===== config.mk =====
export PLATFORM = sky130hd
export DESIGN_NAME = cpu_in_port
export DESIGN_NICKNAME = d
export VERILOG_FILES = /design/src/rtl/cpu_in_port_pkg.sv /design/src/rtl/cpu_in_fifo.sv /design/src/rtl/cpu_in_port.sv
export SDC_FILE = /design/constraint.sdc
export NUM_CORES = 1
export LEC_CHECK = 0
export CAP_MARGIN = 25
export CORE_MARGIN = 8
export CORE_UTILIZATION = 50
export CTS_CLUSTER_SIZE = 40
export DETAILED_ROUTE_END_ITERATION = 7
export PLACE_DENSITY = 0.83
export SLEW_MARGIN = 15
export SYNTH_ARGS = -nofsm -noshare
export SYNTH_HDL_FRONTEND = slang
export SYNTH_HIERARCHICAL = 1
export SYNTH_SLANG_ARGS = --single-unit

===== constraint.sdc =====
create_clock -name clk -period 4.7 [get_ports clk]
set_clock_uncertainty 0.1 [all_clocks]
set_input_delay 0.94 -clock clk [delete_from_list [all_inputs] [get_ports clk]]
set_output_delay 0.94 -clock clk [all_outputs]
set_load 0.005 [all_outputs]

===== src/rtl/cpu_in_port_pkg.sv =====
// Shared CPU constants for the input port: nibble width and default FIFO depth,
// kept here so the port always matches the CPU data path.
package cpu_in_port_pkg;

  localparam int CPU_NIBBLE_W = 4;
  localparam int CPU_IN_DEPTH = 4;

  // Width of an occupancy counter able to hold the value 'depth'.
  function automatic int cnt_width(input int depth);
    return $clog2(depth) + 1;
  endfunction

endpackage


===== src/rtl/cpu_in_fifo.sv =====
// Storage array plus read/write pointers and occupancy counter for the CPU input port.
// The head entry is presented combinationally; an empty FIFO presents zero.
module cpu_in_fifo
  import cpu_in_port_pkg::*;
#(
  parameter int DEPTH  = CPU_IN_DEPTH,
  parameter int DATA_W = CPU_NIBBLE_W
) (
  input  logic                          clk,
  input  logic                          rst,
  input  logic                          push,
  input  logic [DATA_W-1:0]             push_data,
  input  logic                          pop,
  output logic [DATA_W-1:0]             head_data,
  output logic                          empty,
  output logic                          full,
  output logic [cnt_width(DEPTH)-1:0]   count
);

  localparam int PTR_W = $clog2(DEPTH);
  localparam int CNT_W = cnt_width(DEPTH);

  logic [DATA_W-1:0] mem_q [DEPTH];
  logic [DATA_W-1:0] mem_d [DEPTH];
  logic [PTR_W-1:0]  wr_ptr_q, wr_ptr_d;
  logic [PTR_W-1:0]  rd_ptr_q, rd_ptr_d;
  logic [CNT_W-1:0]  count_q, count_d;
  logic              do_push_s;
  logic              do_pop_s;

  assign empty = (count_q == CNT_W'(0));
  assign full  = (count_q == CNT_W'(DEPTH));
  assign count = count_q;

  // Guard the requests here too, so the counter can never leave 0..DEPTH.
  assign do_push_s = push && !full;
  assign do_pop_s  = pop && !empty;

  always_comb begin
    mem_d    = mem_q;
    wr_ptr_d = wr_ptr_q;
    rd_ptr_d = rd_ptr_q;
    count_d  = count_q;
    if (do_push_s) begin
      mem_d[wr_ptr_q] = push_data;
      wr_ptr_d = (wr_ptr_q == PTR_W'(DEPTH - 1)) ? PTR_W'(0) : wr_ptr_q + PTR_W'(1);
    end else begin
      wr_ptr_d = wr_ptr_q;
    end
    if (do_pop_s) begin
      rd_ptr_d = (rd_ptr_q == PTR_W'(DEPTH - 1)) ? PTR_W'(0) : rd_ptr_q + PTR_W'(1);
    end else begin
      rd_ptr_d = rd_ptr_q;
    end
    case ({do_push_s, do_pop_s})
      2'b10:   count_d = count_q + CNT_W'(1);
      2'b01:   count_d = count_q - CNT_W'(1);
      default: count_d = count_q;
    endcase
  end

  always_ff @(posedge clk or negedge rst) begin
    if (!rst) begin
      wr_ptr_q <= '0;
      rd_ptr_q <= '0;
      count_q  <= '0;
    end else begin
      wr_ptr_q <= wr_ptr_d;
      rd_ptr_q <= rd_ptr_d;
      count_q  <= count_d;
    end
  end

  // Entries are unreachable after reset, so the array itself is never cleared.
  always_ff @(posedge clk) begin
    mem_q <= mem_d;
  end

  assign head_data = empty ? DATA_W'(0) : mem_q[rd_ptr_q];

endmodule


===== src/rtl/cpu_in_port.sv =====
// External producer input port for the CPU: valid/ready push side, ein-driven pop
// side toward the bus mux, and a registered underflow pulse for ein on an empty FIFO.
module cpu_in_port
  import cpu_in_port_pkg::*;
#(
  parameter int DEPTH  = CPU_IN_DEPTH,
  parameter int DATA_W = CPU_NIBBLE_W
) (
  input  logic                        clk,
  input  logic                        rst,
  input  logic [DATA_W-1:0]           in_data,
  input  logic                        in_valid,
  output logic                        in_ready,
  input  logic                        ein,
  output logic [DATA_W-1:0]           port_data,
  output logic                        empty,
  output logic                        full,
  output logic [cnt_width(DEPTH)-1:0] count,
  output logic                        underflow
);

  logic push_s;
  logic pop_s;
  logic underflow_q, underflow_d;

  // Ready depends only on occupancy; a pop in the same cycle does not free a slot early.
  assign in_ready = !full;
  assign push_s   = in_valid && in_ready;
  assign pop_s    = ein && !empty;

  cpu_in_fifo #(
    .DEPTH  (DEPTH),
    .DATA_W (DATA_W)
  ) u_fifo (
    .clk       (clk),
    .rst       (rst),
    .push      (push_s),
    .push_data (in_data),
    .pop       (pop_s),
    .head_data (port_data),
    .empty     (empty),
    .full      (full),
    .count     (count)
  );

  always_comb begin
    underflow_d = 1'b0;
    if (ein && empty) begin
      underflow_d = 1'b1;
    end else begin
      underflow_d = 1'b0;
    end
  end

  always_ff @(posedge clk or negedge rst) begin
    if (!rst) begin
      underflow_q <= 1'b0;
    end else begin
      underflow_q <= underflow_d;
    end
  end

  assign underflow = underflow_q;

endmodule


==> results of run 1 <==
[worst reg2reg max path: cells and delay by family (launching register included)]
family,cells,cell delay [ns]
and+or+nand+nor,4,0.69
adders and majority gates,2,0.56
DFF,1,0.50
xor gates and xnor gates,2,0.36
buffers and inverters,2,0.14
[placed cells by master, fill, tap and decap left out]
master            n
fa_1              1
inv_1             7
xor2_1            2
xnor2_1           1
clkbuf_4          3
nor3b_4           1
clkdlybuf4s50_1  18
dfrtp_1           8
nor2_1            3
ha_1              6
nor3_4            1
and2b_2           1
and2_2            1
mux2i_1           1
mux2_4            4
clkbuf_16         1
nor2b_4           2
edfxtp_1         16
mux4_2            4
and2_1            4
nor2b_1           2
and2b_1           3
[final cells by class]
cell class | instances | area [sq um] | share of cell area
sequential | 24 | 680.7 | 0.4857
multi-input combinational | 37 | 431.7 | 0.3080
clock buffer | 4 | 47.55 | 0.03393
timing repair buffer | 18 | 180.2 | 0.1286
tap | 28 | 35.03 | 0.02500
inverter | 7 | 26.28 | 0.01875
[cells by family (layout without fill, tap and decap cells)]
kind of cell	after synthesis	count (layout)	share of synthesized area
XOR/XNOR	3	3	0.02298
adder cells (fa/ha/maj)	7	7	0.08315
buffers and inverters	8	29	0.02735
flip-flops	24	24	0.5952
multiplexers	9	9	0.1400
AND/OR/NAND/NOR	18	18	0.1313
[per-layer routing]
metal | up-vias | global-route usage
li1 | 282 | -
met1 | 298 | 0.1031
met2 | 11 | 0.1656
met3 | 4 | 0.02265
met4 | 0 | 0.07242
met5 | - | 0
[sequential cells by signal, indices dropped and copies added, names as in the netlist]
signal           count
u_fifo/count         3
underflow            1
u_fifo/wr_ptr_q      2
u_fifo/rd_ptr_q      2
u_fifo/mem_q        16
[worst max-delay path by stage]
stage / startpoint / endpoint / cells after the start
after detailed placement: ein / u_fifo/count[2]$_DFFE_PN0P_ / 9
after CTS: u_fifo/rd_ptr_q[0]$_DFFE_PN0P_ / port_data[0] / 3
after global routing: u_fifo/rd_ptr_q[0]$_DFFE_PN0P_ / port_data[0] / 3
after global placement: ein / u_fifo/count[2]$_DFFE_PN0P_ / 9
after floorplan: in_valid / u_fifo/count[2]$_DFFE_PN0P_ / 9
final: u_fifo/rd_ptr_q[0]$_DFFE_PN0P_ / port_data[0] / 3
[per-stage QoR]
stage | hold slack, ns | setup slack, ns
6_report | 0.5095 | 1.601
2_1_floorplan | 0.4348 | 2.303
3_3_place_gp | 0.4661 | 1.791
4_1_cts | 0.5182 | 1.539
3_5_place_dp | 0.4880 | 1.694
5_1_grt | 0.5465 | 1.501
[power by group through the flow]
stage	clock, mW	sequential, mW	combinational (mW)
after floorplan	0	0.344	0.268
after global placement	0	0.365	0.396
after detailed placement	0	0.370	0.414
after CTS	0.127	0.365	0.419
after global routing	0.135	0.374	0.450
final	0.125	0.361	0.410
==> results by group, run 1 <==
Timing
  – Worst slew margin: 0.7545
  – Hold Fails Final Rpt: 0
  – Max-slew violations: 0
  – Setup TNS: 0 ns
  – RSZ-0062 raised after global routing: no
  – Fmax: ~320 MHz
  – Post-layout min period: about 3.1 ns
  – Ratio of final minimum period to clock period: 0.6593
  – Worst-margin pin slew: 0.3671 ns
  – Final setup violation count: 0

Placement
  – GPL Wtd Cong: slightly below 0.7
  – Port bufs: 18
  – Cells after DPL: ~110
  – Placed Area: about 0.0014 sq mm
  – HPWL Detailed: 1458 um

Synthesis
  – Avg Cell Area, Syn: between 15 and 20 sq um
  – Post-synth ARST share: 0.3333
  – Synth cell types: 20
  – Yosys top cell by area: edfxtp_1
  – Post-synth top flop: edfxtp_1
  – Post-synth top cells: edfxtp_1, dfrtp_1, inv_1
  – Post-Syn Area: about 0.0011 sq mm
  – Post-synth EDFFs: 16
  – Post-synthesis register bit count: 24
  – Sequential-to-total area share from yosys stat: 0.5952
  – Area share of the largest cell type after synthesis: 0.4201
  – Cell with the most instances after synthesis: edfxtp_1
  – Post-Synthesis Cells: between 60 and 70
  – Syn_nets: 84
  – Top post-synthesis cells by area: edfxtp_1, dfrtp_1, mux4_2, ha_1, mux2_4
  – Synth warnings: 6

Power
  – Total power: between 0.8 and 0.9 mW
  – Sw power: roughly 0.28 mW
  – Leakage dissipation: 0.5632 nW
  – Part of the power in registers: 0.403
  – P per Cell Area: 640.1 mW/mm^2
  – Worst VDD drop: between 0.3 and 0.4 mV
  – Comb pwr share: 0.458
  – Part of the power in the clock network: 0.140
  – Switching share of power: 0.3159
  – Internal power: approximately 0.6 mW

Critical path
  – R2R Path End: u_fifo/count[2]$_DFFE_PN0P_
  – Worst-path cell chain: mux4_2, and2b_1, clkdlybuf4s50_1
  – CP max stage delay: about 0.57 ns
  – CP max-delay cell: dfrtp_1
  – Data arrival time of the worst path: 2.06 ns
  – Endpoint class of the critical path: output pin
  – R2r setup slk: around 2.3 ns
  – Top delay family on crit path: flip-flops
  – Req. time, crit path: 3.66 ns
  – Worst Path Max Fanout: 7
  – Critical path class: flop to output pin
  – FF-to-FF Start: u_fifo/count[0]$_DFFE_PN0P_
  – Buffers & Inverters on Critical Path: 1
  – R2R cell count: 10
  – Worst setup SP type: flop

Detailed routing
  – DR vias: ~600
  – Drt pass-1 iters: 3
  – Drt drc: 0
  – Met2 WL: approximately 1000 um
  – Highest routed layer: met4
  – Met1 WL: about 760 um
  – Vias per inst: between 5 and 6
  – Post-route antenna net violation count: 0
  – Wire per inst: approximately 16 um
  – DR iter-0 viols: 4
  – DR WL met3: 83 um
  – Final wirelength: around 1900 um

Final layout
  – Area grow syn2layout: 22.54%
  – Nets: about 110
  – Ant. Diodes: 0
  – Finished Layout Cells: 118
  – Layout cells sized above 1: 0.2000
  – # fillers: 161
  – Fin util: 0.6396
  – Design area: roughly 0.0014 sq mm

Floorplanning
  – Die area: 0.004074 sq mm
  – Initial Utilization: 0.5220
  – Die W: 63.83 um
  – Top-Level Pins: 19
  – Row count: 17
  – Core Footprint: 0.002191 sq mm
  – Die Y: 63.83 um

GRT
  – Vias in the first global route: between 600 and 700
  – Grt ovf: 0
  – Initial antenna violation count: 0
  – Largest net degree at the start of global routing: 15
  – Total GRT Usage: 0.09742
  – First-pass GRT wire length: 3084 um

Flow run
  – # Max-Cap Violations: 0

Clocking
  – H-tree depth: 1
  – Inserted Clock Buffers: 3
  – Clock tree sinks: 24
  – Clock tree buffer depth: 2
  – Resize count post-CTS: 0
  – Clock latency on the worst-skew pair: around 0.31 ns
  – Post-CTS setup buffer count: 0
  – Clock root cell: clkbuf_4
  – Hold_buf cts: 0
  – CTS tree: built
  – Clock Pin Slew Worst Setup and Hold Paths: 0.14 ns

Run status
  – Status: completed

Worst hold path
  – Hold Crit Endpoint: u_fifo/wr_ptr_q[1]$_DFFE_PN0P_
  – Hold_sp: u_fifo/wr_ptr_q[1]$_DFFE_PN0P_
  – Hold Path Cell Cnt: 1
  – Hold Path Class: flop to flop
Note: power is estimated with default switching activity, not from simulation.
==> inputs of run 2 (changes only) <==
--- a/config.mk
+++ b/config.mk
@@ -7,10 +7,10 @@
 export LEC_CHECK = 0
 export CAP_MARGIN = 25
 export CORE_MARGIN = 8
-export CORE_UTILIZATION = 50
+export CORE_UTILIZATION = 46
 export CTS_CLUSTER_SIZE = 40
 export DETAILED_ROUTE_END_ITERATION = 7
-export PLACE_DENSITY = 0.83
+export PLACE_DENSITY = 0.8
 export SLEW_MARGIN = 15
 export SYNTH_ARGS = -nofsm -noshare
 export SYNTH_HDL_FRONTEND = slang
==> constraint.sdc (replaced) <==
create_clock -name clk -period 2.75 [get_ports clk]
set_clock_uncertainty 0.1 [all_clocks]
set_input_delay 0.55 -clock clk [delete_from_list [all_inputs] [get_ports clk]]
set_output_delay 0.55 -clock clk [all_outputs]
set_load 0.005 [all_outputs]
==> results by group, run 2 (synthesis results as in run 1) <==
Run status
  – Status: completed

Critical path
  – Setup crit end: port_data[2]
  – Worst setup startpoint: u_fifo/rd_ptr_q[0]$_DFFE_PN0P_
  – Req. time, crit path: roughly 2.1 ns
  – FF-to-FF Start: u_fifo/count[0]$_DFFE_PN0P_
  – Critical path class: flop to output pin
  – Endpoint class of the critical path: output pin
  – Worst Path Max Fanout: 7
  – R2r setup slk: between 0.4 and 0.5 ns
  – R2R cell count: 9
  – R2R Path End: u_fifo/count[2]$_DFFE_PN0P_
  – Worst setup SP type: flop
  – Data arrival time of the worst path: a little under 2 ns

Floorplanning
  – Die area: ~0.0043 sq mm
  – Top-Level Pins: 19
  – Core Footprint: 0.002410 sq mm
  – Die Y: 65.86 um
  – Die W: about 66 um
  – Initial Utilization: 0.4746
  – Row count: 18

Final layout
  – Area grow syn2layout: 23.30%
  – Layout cells sized above 1: 0.2111
  – Max reg flops: 16
  – Fin util: 0.5852
  – Nets: around 110
  – Finished Layout Cells: between 100 and 150
  – Commonest non-fill, non-tap cells in the layout: clkdlybuf4s50_1, edfxtp_1, inv_1, dfrtp_1, ha_1
  – Design area: 0.001410 sq mm
  – Ant. Diodes: 0
  – Most flops, register: u_fifo/mem_q
  – Commonest non-fill, non-tap cell in the layout: clkdlybuf4s50_1

Clocking
  – H-tree depth: 1
  – Post-CTS setup buffer count: 0
  – Inserted Clock Buffers: 3
  – Clock Pin Slew Worst Setup and Hold Paths: 0.13 ns
  – Hold_buf cts: 0
  – Clock tree buffer depth: 2
  – Clock root cell: clkbuf_4
  – Resize count post-CTS: 0
  – CTS tree: built
  – Clock tree sinks: 24
  – Clock latency on the worst-skew pair: between 0.3 and 0.4 ns

Timing
  – Hold Fails Final Rpt: 0
  – Final setup violation count: 0
  – Worst-margin pin slew: between 0.3 and 0.4 ns
  – RSZ-0062 raised after global routing: no
  – Setup ws final: 0.1477 ns
  – Setup TNS: 0 ns
  – Ratio of final minimum period to clock period: 0.9463
  – Worst slew margin: 0.7411
  – Smallest hold slack: roughly 0.4 ns
  – Post-layout min period: ~2.6 ns
  – Fmax: a little under 400 MHz
  – Max-slew violations: 0

Detailed routing
  – Drt pass-1 iters: 4
  – Post-route antenna net violation count: 0
  – DR vias: around 590
  – Final wirelength: about 1800 um
  – Drt drc: 0
  – Wire per inst: 14.92 um
  – DR iter-0 viols: 17
  – Vias per inst: 4.883

Placement
  – Port bufs: 18
  – GPL Wtd Cong: ~0.72
  – HPWL Detailed: roughly 1400 um
  – Cells after DPL: ~120
  – Placed Area: between 0.001 and 0.0015 sq mm
  – Pre-CTS setup slack: around 0.17 ns

GRT
  – Grt ovf: 0
  – Total GRT Usage: 0.09210
  – First-pass GRT wire length: 3049 um
  – Largest net degree at the start of global routing: 15
  – Initial antenna violation count: 0
  – Vias in the first global route: about 660

Power
  – Total power: around 1.6 mW
  – Worst VDD drop: between 0.5 and 0.6 mV
  – P per Cell Area: approximately 1100 mW/mm^2
  – Leakage dissipation: ~0.56 nW

Worst hold path
  – Hold Path Class: input pin to async pin

Flow run
  – # Max-Cap Violations: 0
==> run 2: critical path: stages, from the launching register on <==
cell and delay (ns):
dfrtp_2 0.50, mux4_2 0.52, and2b_1 0.18, clkdlybuf4s50_1 0.44
==> run 2: worst min-delay path by stage <==
stage | start | end
after detailed placement | u_fifo/wr_ptr_q[1]$_DFFE_PN0P_ | u_fifo/wr_ptr_q[1]$_DFFE_PN0P_
final | rst | u_fifo/count[0]$_DFFE_PN0P_
after floorplan | rst | u_fifo/count[0]$_DFFE_PN0P_
after global routing | rst | underflow$_DFF_PN0_
after CTS | rst | underflow$_DFF_PN0_
after global placement | u_fifo/wr_ptr_q[1]$_DFFE_PN0P_ | u_fifo/wr_ptr_q[1]$_DFFE_PN0P_
==> run 2: report_power, final <==
| group | switching (mW) | total [mW] | internal (mW) |
|---|---|---|---|
| registers | 0.119 | 0.620 | 0.501 |
| clock network | 0.104 | 0.251 | 0.147 |
| logic | 0.247 | 0.683 | 0.436 |
| total | 0.470 | 1.55 | 1.08 |
==> run 2: per-layer routing <==
layer,global-route usage,vias to the layer above,part of all wire
met1,0.1057,290,0.40
met5,0,-,0
met4,0.05722,0,0.020
met2,0.1559,9,0.54
met3,0.01525,4,0.036
li1,-,283,-
==> run 2: final cells by class <==
type | count | area, sq um
multi-input cells | 37 | 431.7
inverters | 7 | 26.28
flip-flops and latches | 24 | 681.9
fillers | 194 | 999.7
repair buffers | 18 | 180.2
clock buffers | 3 | 22.52
well taps | 30 | 37.54
clock inverters | 1 | 30.03
==> edit 1: new RTL, flow settings as in run 2 <==
Set the package constant `CPU_NIBBLE_W` to 6 (it was 4).
--- a/src/rtl/cpu_in_port_pkg.sv
+++ b/src/rtl/cpu_in_port_pkg.sv
@@ -2,7 +2,7 @@
 // kept here so the port always matches the CPU data path.
 package cpu_in_port_pkg;
 
-  localparam int CPU_NIBBLE_W = 4;
+  localparam int CPU_NIBBLE_W = 6;
   localparam int CPU_IN_DEPTH = 4;
 
   // Width of an occupancy counter able to hold the value 'depth'.
Ports: changed (resized in_data and port_data); port bits go from 19 to 23. The function was not compared with the original's and may differ.
==> edit 1 against run 2 <==
  * Sequential share of layout area is 3.1 points higher
  * Final area is 27% higher
  * Highest routed layer unchanged
  * Fmax is 1.1% lower
  * Sequential cell count is 8 higher
  * Synthesized area is 26% higher
  * Total power is 26% higher
  * Worst setup slack worse by 28 ps
  * Hold slack better by 6.0 ps
  * Routed wire length is 36% higher
  * Non-clock buffer count is 5 higher
  * Register-to-register slack worse by 50 ps
  * First-iteration DRC count stayed put
  * Critical path depth stayed put
  * Sequential power is 28% higher
==> edit 1: results (changes against run 2) <==
Met2 Wirelength=1250 µm (was 965 µm); Leak=0.696 nW (was 0.564 nW); routed length on met3=97 µm (was 65 µm); # diodes=0 (unchanged); largest net degree at the start of global routing=11 (was 15); RePlAce Congestion=0.780 (was 0.716); GR Layer Usage met1=11.5% (was 10.6%); syn nets=99 (was 84); detailed placer's ending HPWL=1850 µm (was 1360 µm); crit-path max FO=8 (was 7); H-tree levels=2 (was 1); fillcell total=237 (was 194); number of global-route vias before repair=766 (was 662); dpl cell area=0.00171 mm² (was 0.00136 mm²); clock root buffer=clkbuf_4 (unchanged); Commonest cells post-synth=edfxtp_1, dfrtp_1, inv_1 (unchanged); vias per cell=4.73 (was 4.88); CTS clock-pin slew for the worst setup and hold paths=90 ps (was 130 ps); nets=127 (was 106); CTS Buf Count=5 (was 3); Buffers on Ports=22 (was 18); met3 Use GR=4.13% (was 1.53%); max incr delay on CP=540 ps (was 520 ps); share of layout cells above drive strength 1=26.1% (was 21.1%); top post-synthesis cells by area=edfxtp_1, dfrtp_1, mux4_2 (unchanged); Async SR Flop Fraction=25.0% (was 33.3%); GRT Overall Usage=10.4% (was 9.21%); max FFs per register=24 (was 16); first-pass GRT wire length=3880 µm (was 3050 µm); arrival time worst endpoint=1980 ps (was 1950 ps); wl on met1=1040 µm (was 723 µm); Seq/Total Area, Yosys=63.9% (was 59.5%); Int Pwr=1.37 mW (was 1.08 mW); outcome=complete, no violations (unchanged); met2 Use GR=16.3% (was 15.6%); Post-Route WL=2440 µm (was 1790 µm); worst vdd ir=644 µV (was 585 µV); synth unique cells=21 (was 20); Post-synth EDFFs=24 (was 16); slew of the pin with the lowest slew margin=385 ps (was 387 ps)
-- edit 1: repair_timing --
action                                  CTS  global route
buffers inserted                          0             1
resized for setup                         1             1
endpoints found under the setup margin    6             3
-- edit 1: per-stage QoR --
stage	std cells	hold slack [ps]	setup slack, ps	utilization (%)
detailed placement	146	464	114	56.3
finish	155	404	120	59.2
global route	155	401	6.19	59.2
global placement	146	455	200	56.3
floorplan	82	154	499	-
CTS	154	396	27.7	58.9
-- edit 1: area by class of cell --
cell class,count,area (µm²),area share (%)
Clock buffer,6,41.3,2.30
Timing Repair Buffer,23,230,12.8
Multi-Input combinational cell,41,483,26.9
Inverter,7,26.3,1.47
Tap cell,44,55.1,3.07
Clock inverter,2,35.0,1.95
Sequential cell,32,922,51.4
-- edit 1: worst paths after layout --
check	endpoint	start	slack, ps	depth (start not counted)
max in group asynchronous	u_fifo/rd_ptr_q[0]	rst	1850	1
worst min register to register	u_fifo/count[2]	u_fifo/count[2]	470	1
min in group clk	u_fifo/count[2]	u_fifo/count[2]	470	1
worst max-delay path	port_data[4]	u_fifo/rd_ptr_q[0]	120	3
worst min-delay path	u_fifo/wr_ptr_q[1]	rst	400	1
worst max register to register	u_fifo/count[2]	u_fifo/count[0]	370	10
-- edit 1: cell families (layout without fill, tap and decap cells) --
group	after synthesis	in the layout	synth area share (%)
buf+inv	9	38	2.60
xor+xnor	3	3	1.82
fa+ha+maj	7	7	6.60
mux	11	11	14.2
flops	32	32	63.9
simple gates	20	20	10.9
-- edit 1: power by group through the flow --
stage	logic [mW]	registers (mW)	clock network, mW
after CTS	0.830	0.797	0.349
after global placement	0.786	0.797	0
after global routing	0.891	0.817	0.370
after detailed placement	0.825	0.808	0
final	0.819	0.792	0.341
after floorplan	0.540	0.740	0
==> edit 2: new RTL, config.mk and constraints of run 2 <==
Without the edit above. Register the output `count`, without a reset; this adds one clock of latency there. The other outputs are not delayed to match.
--- a/src/rtl/cpu_in_port.sv
+++ b/src/rtl/cpu_in_port.sv
@@ -18,6 +18,8 @@
   output logic [cnt_width(DEPTH)-1:0] count,
   output logic                        underflow
 );
+
+  logic [cnt_width(DEPTH)-1:0] count_c;
 
   logic push_s;
   logic pop_s;
@@ -40,7 +42,7 @@
     .head_data (port_data),
     .empty     (empty),
     .full      (full),
-    .count     (count)
+    .count     (count_c)
   );
 
   always_comb begin
@@ -62,5 +64,9 @@
 
   assign underflow = underflow_q;
 
+  always_ff @(posedge clk) begin
+    count <= count_c;
+  end
+
 endmodule
 
Formal check against the unedited RTL: not equivalent (Yosys sat finds a counterexample within 4 cycles, from zero or initial values and one cycle with rst low).
==> edit 2 against run 2 <==
  * Routed wire length is 3.6% higher
  * Largest cell class unchanged
  * Synthesized area up 5.3%
  * Worst setup slack got worse by 0.55 ps
  * Final area up 2.5%
  * Total power decreased by 0.38%
  * Sequential cell count grew 3
  * Register-to-register slack lost 40 ps
  * Die area grew 4.0%
==> edit 2: results (changes against run 2) <==
max_slew headroom=75.3% (was 74.1%); Leak=0.575 nW (was 0.564 nW); dpl cell area=0.00142 mm² (was 0.00136 mm²); synth unique cells=21 (was 20); nets=109 (was 106); Met2 Wirelength=931 µm (was 965 µm); number of global-route vias before repair=636 (was 662); hold_ws=403 ps (was 398 ps); Mean Syn Cell Area=16.7 µm² (was 16.6 µm²); GRT Overall Usage=9.29% (was 9.21%); worst vdd ir=627 µV (was 585 µV); detailed placer's ending HPWL=1450 µm (was 1360 µm); dpl ws=148 ps (was 166 ps); post-route insts no fill=123 (was 120); top post-synthesis cells by area=edfxtp_1, dfrtp_1, mux4_2 (unchanged); RePlAce Congestion=0.762 (was 0.716); vias=599 (was 586); Worst Reg-to-Reg Cells=10 (was 9); first-pass GRT wire length=3100 µm (was 3050 µm); syn nets=87 (was 84); outcome=complete, no violations (unchanged); routed length on met3=90 µm (was 65 µm); WL per Instance=15.1 µm (was 14.9 µm); Seq/Total Area, Yosys=61.5% (was 59.5%); number of DRC markers in iteration 0=15 (was 17); share of layout cells above drive strength 1=20.4% (was 21.1%)
-- edit 2: worst max-delay path by stage --
stage,endpoint,cells after the start,startpoint,slack (ps)
floorplan,u_fifo/count[2],10,u_fifo/count[0],570
global placement,u_fifo/count[2],9,ein,250
detailed placement,u_fifo/count[2],9,ein,150
CTS,port_data[3],3,u_fifo/rd_ptr_q[0],110
global route,port_data[1],3,u_fifo/rd_ptr_q[0],60
finish,port_data[3],3,u_fifo/rd_ptr_q[0],150
-- edit 2: what timing repair did --
action	CTS	global route
setup buffers	0	0
hold buffers	0	0
setup endpoints to repair	1	0
resized for setup	1	0
-- edit 2: layer usage --
layer,vias up,global-route usage [%]
li1,289,-
met1,299,10.4
met2,9,15.7
met3,2,2.48
met4,0,5.48
met5,-,0
-- edit 2: kinds of logic after synthesis --
| kind of cell | count (synthesis) | share of synthesized area, % |
|---|---|---|
| XOR/XNOR | 3 | 2.18 |
| adder cells (fa/ha/maj) | 7 | 7.90 |
| buffers and inverters | 8 | 2.60 |
| flip-flops | 27 | 61.5 |
| multiplexers | 9 | 13.3 |
| AND/OR/NAND/NOR | 18 | 12.5 |
-- edit 2: area by class of cell --
class / count / area, µm²
sequential: 27 / 742
clock buffer: 3 / 22.5
inverter: 7 / 26.3
clock inverter: 1 / 5.00
tap: 30 / 37.5
timing repair buffer: 18 / 180
multi-input combinational: 37 / 432
fill: 204 / 1030
-- edit 2: worst max-delay path, cell delays in order (launching register included) --
cell and delay (ps):
dfrtp_2 500, mux4_2 510, nor2b_1 150, clkdlybuf4s50_1 470
-- edit 2: power by group --
part           switching [mW]  total (mW)  internal (mW)
Combinational           0.256       0.697          0.441
Sequential              0.126       0.693          0.567
Clock                   0.104       0.158         0.0534
Total                   0.486        1.55           1.06
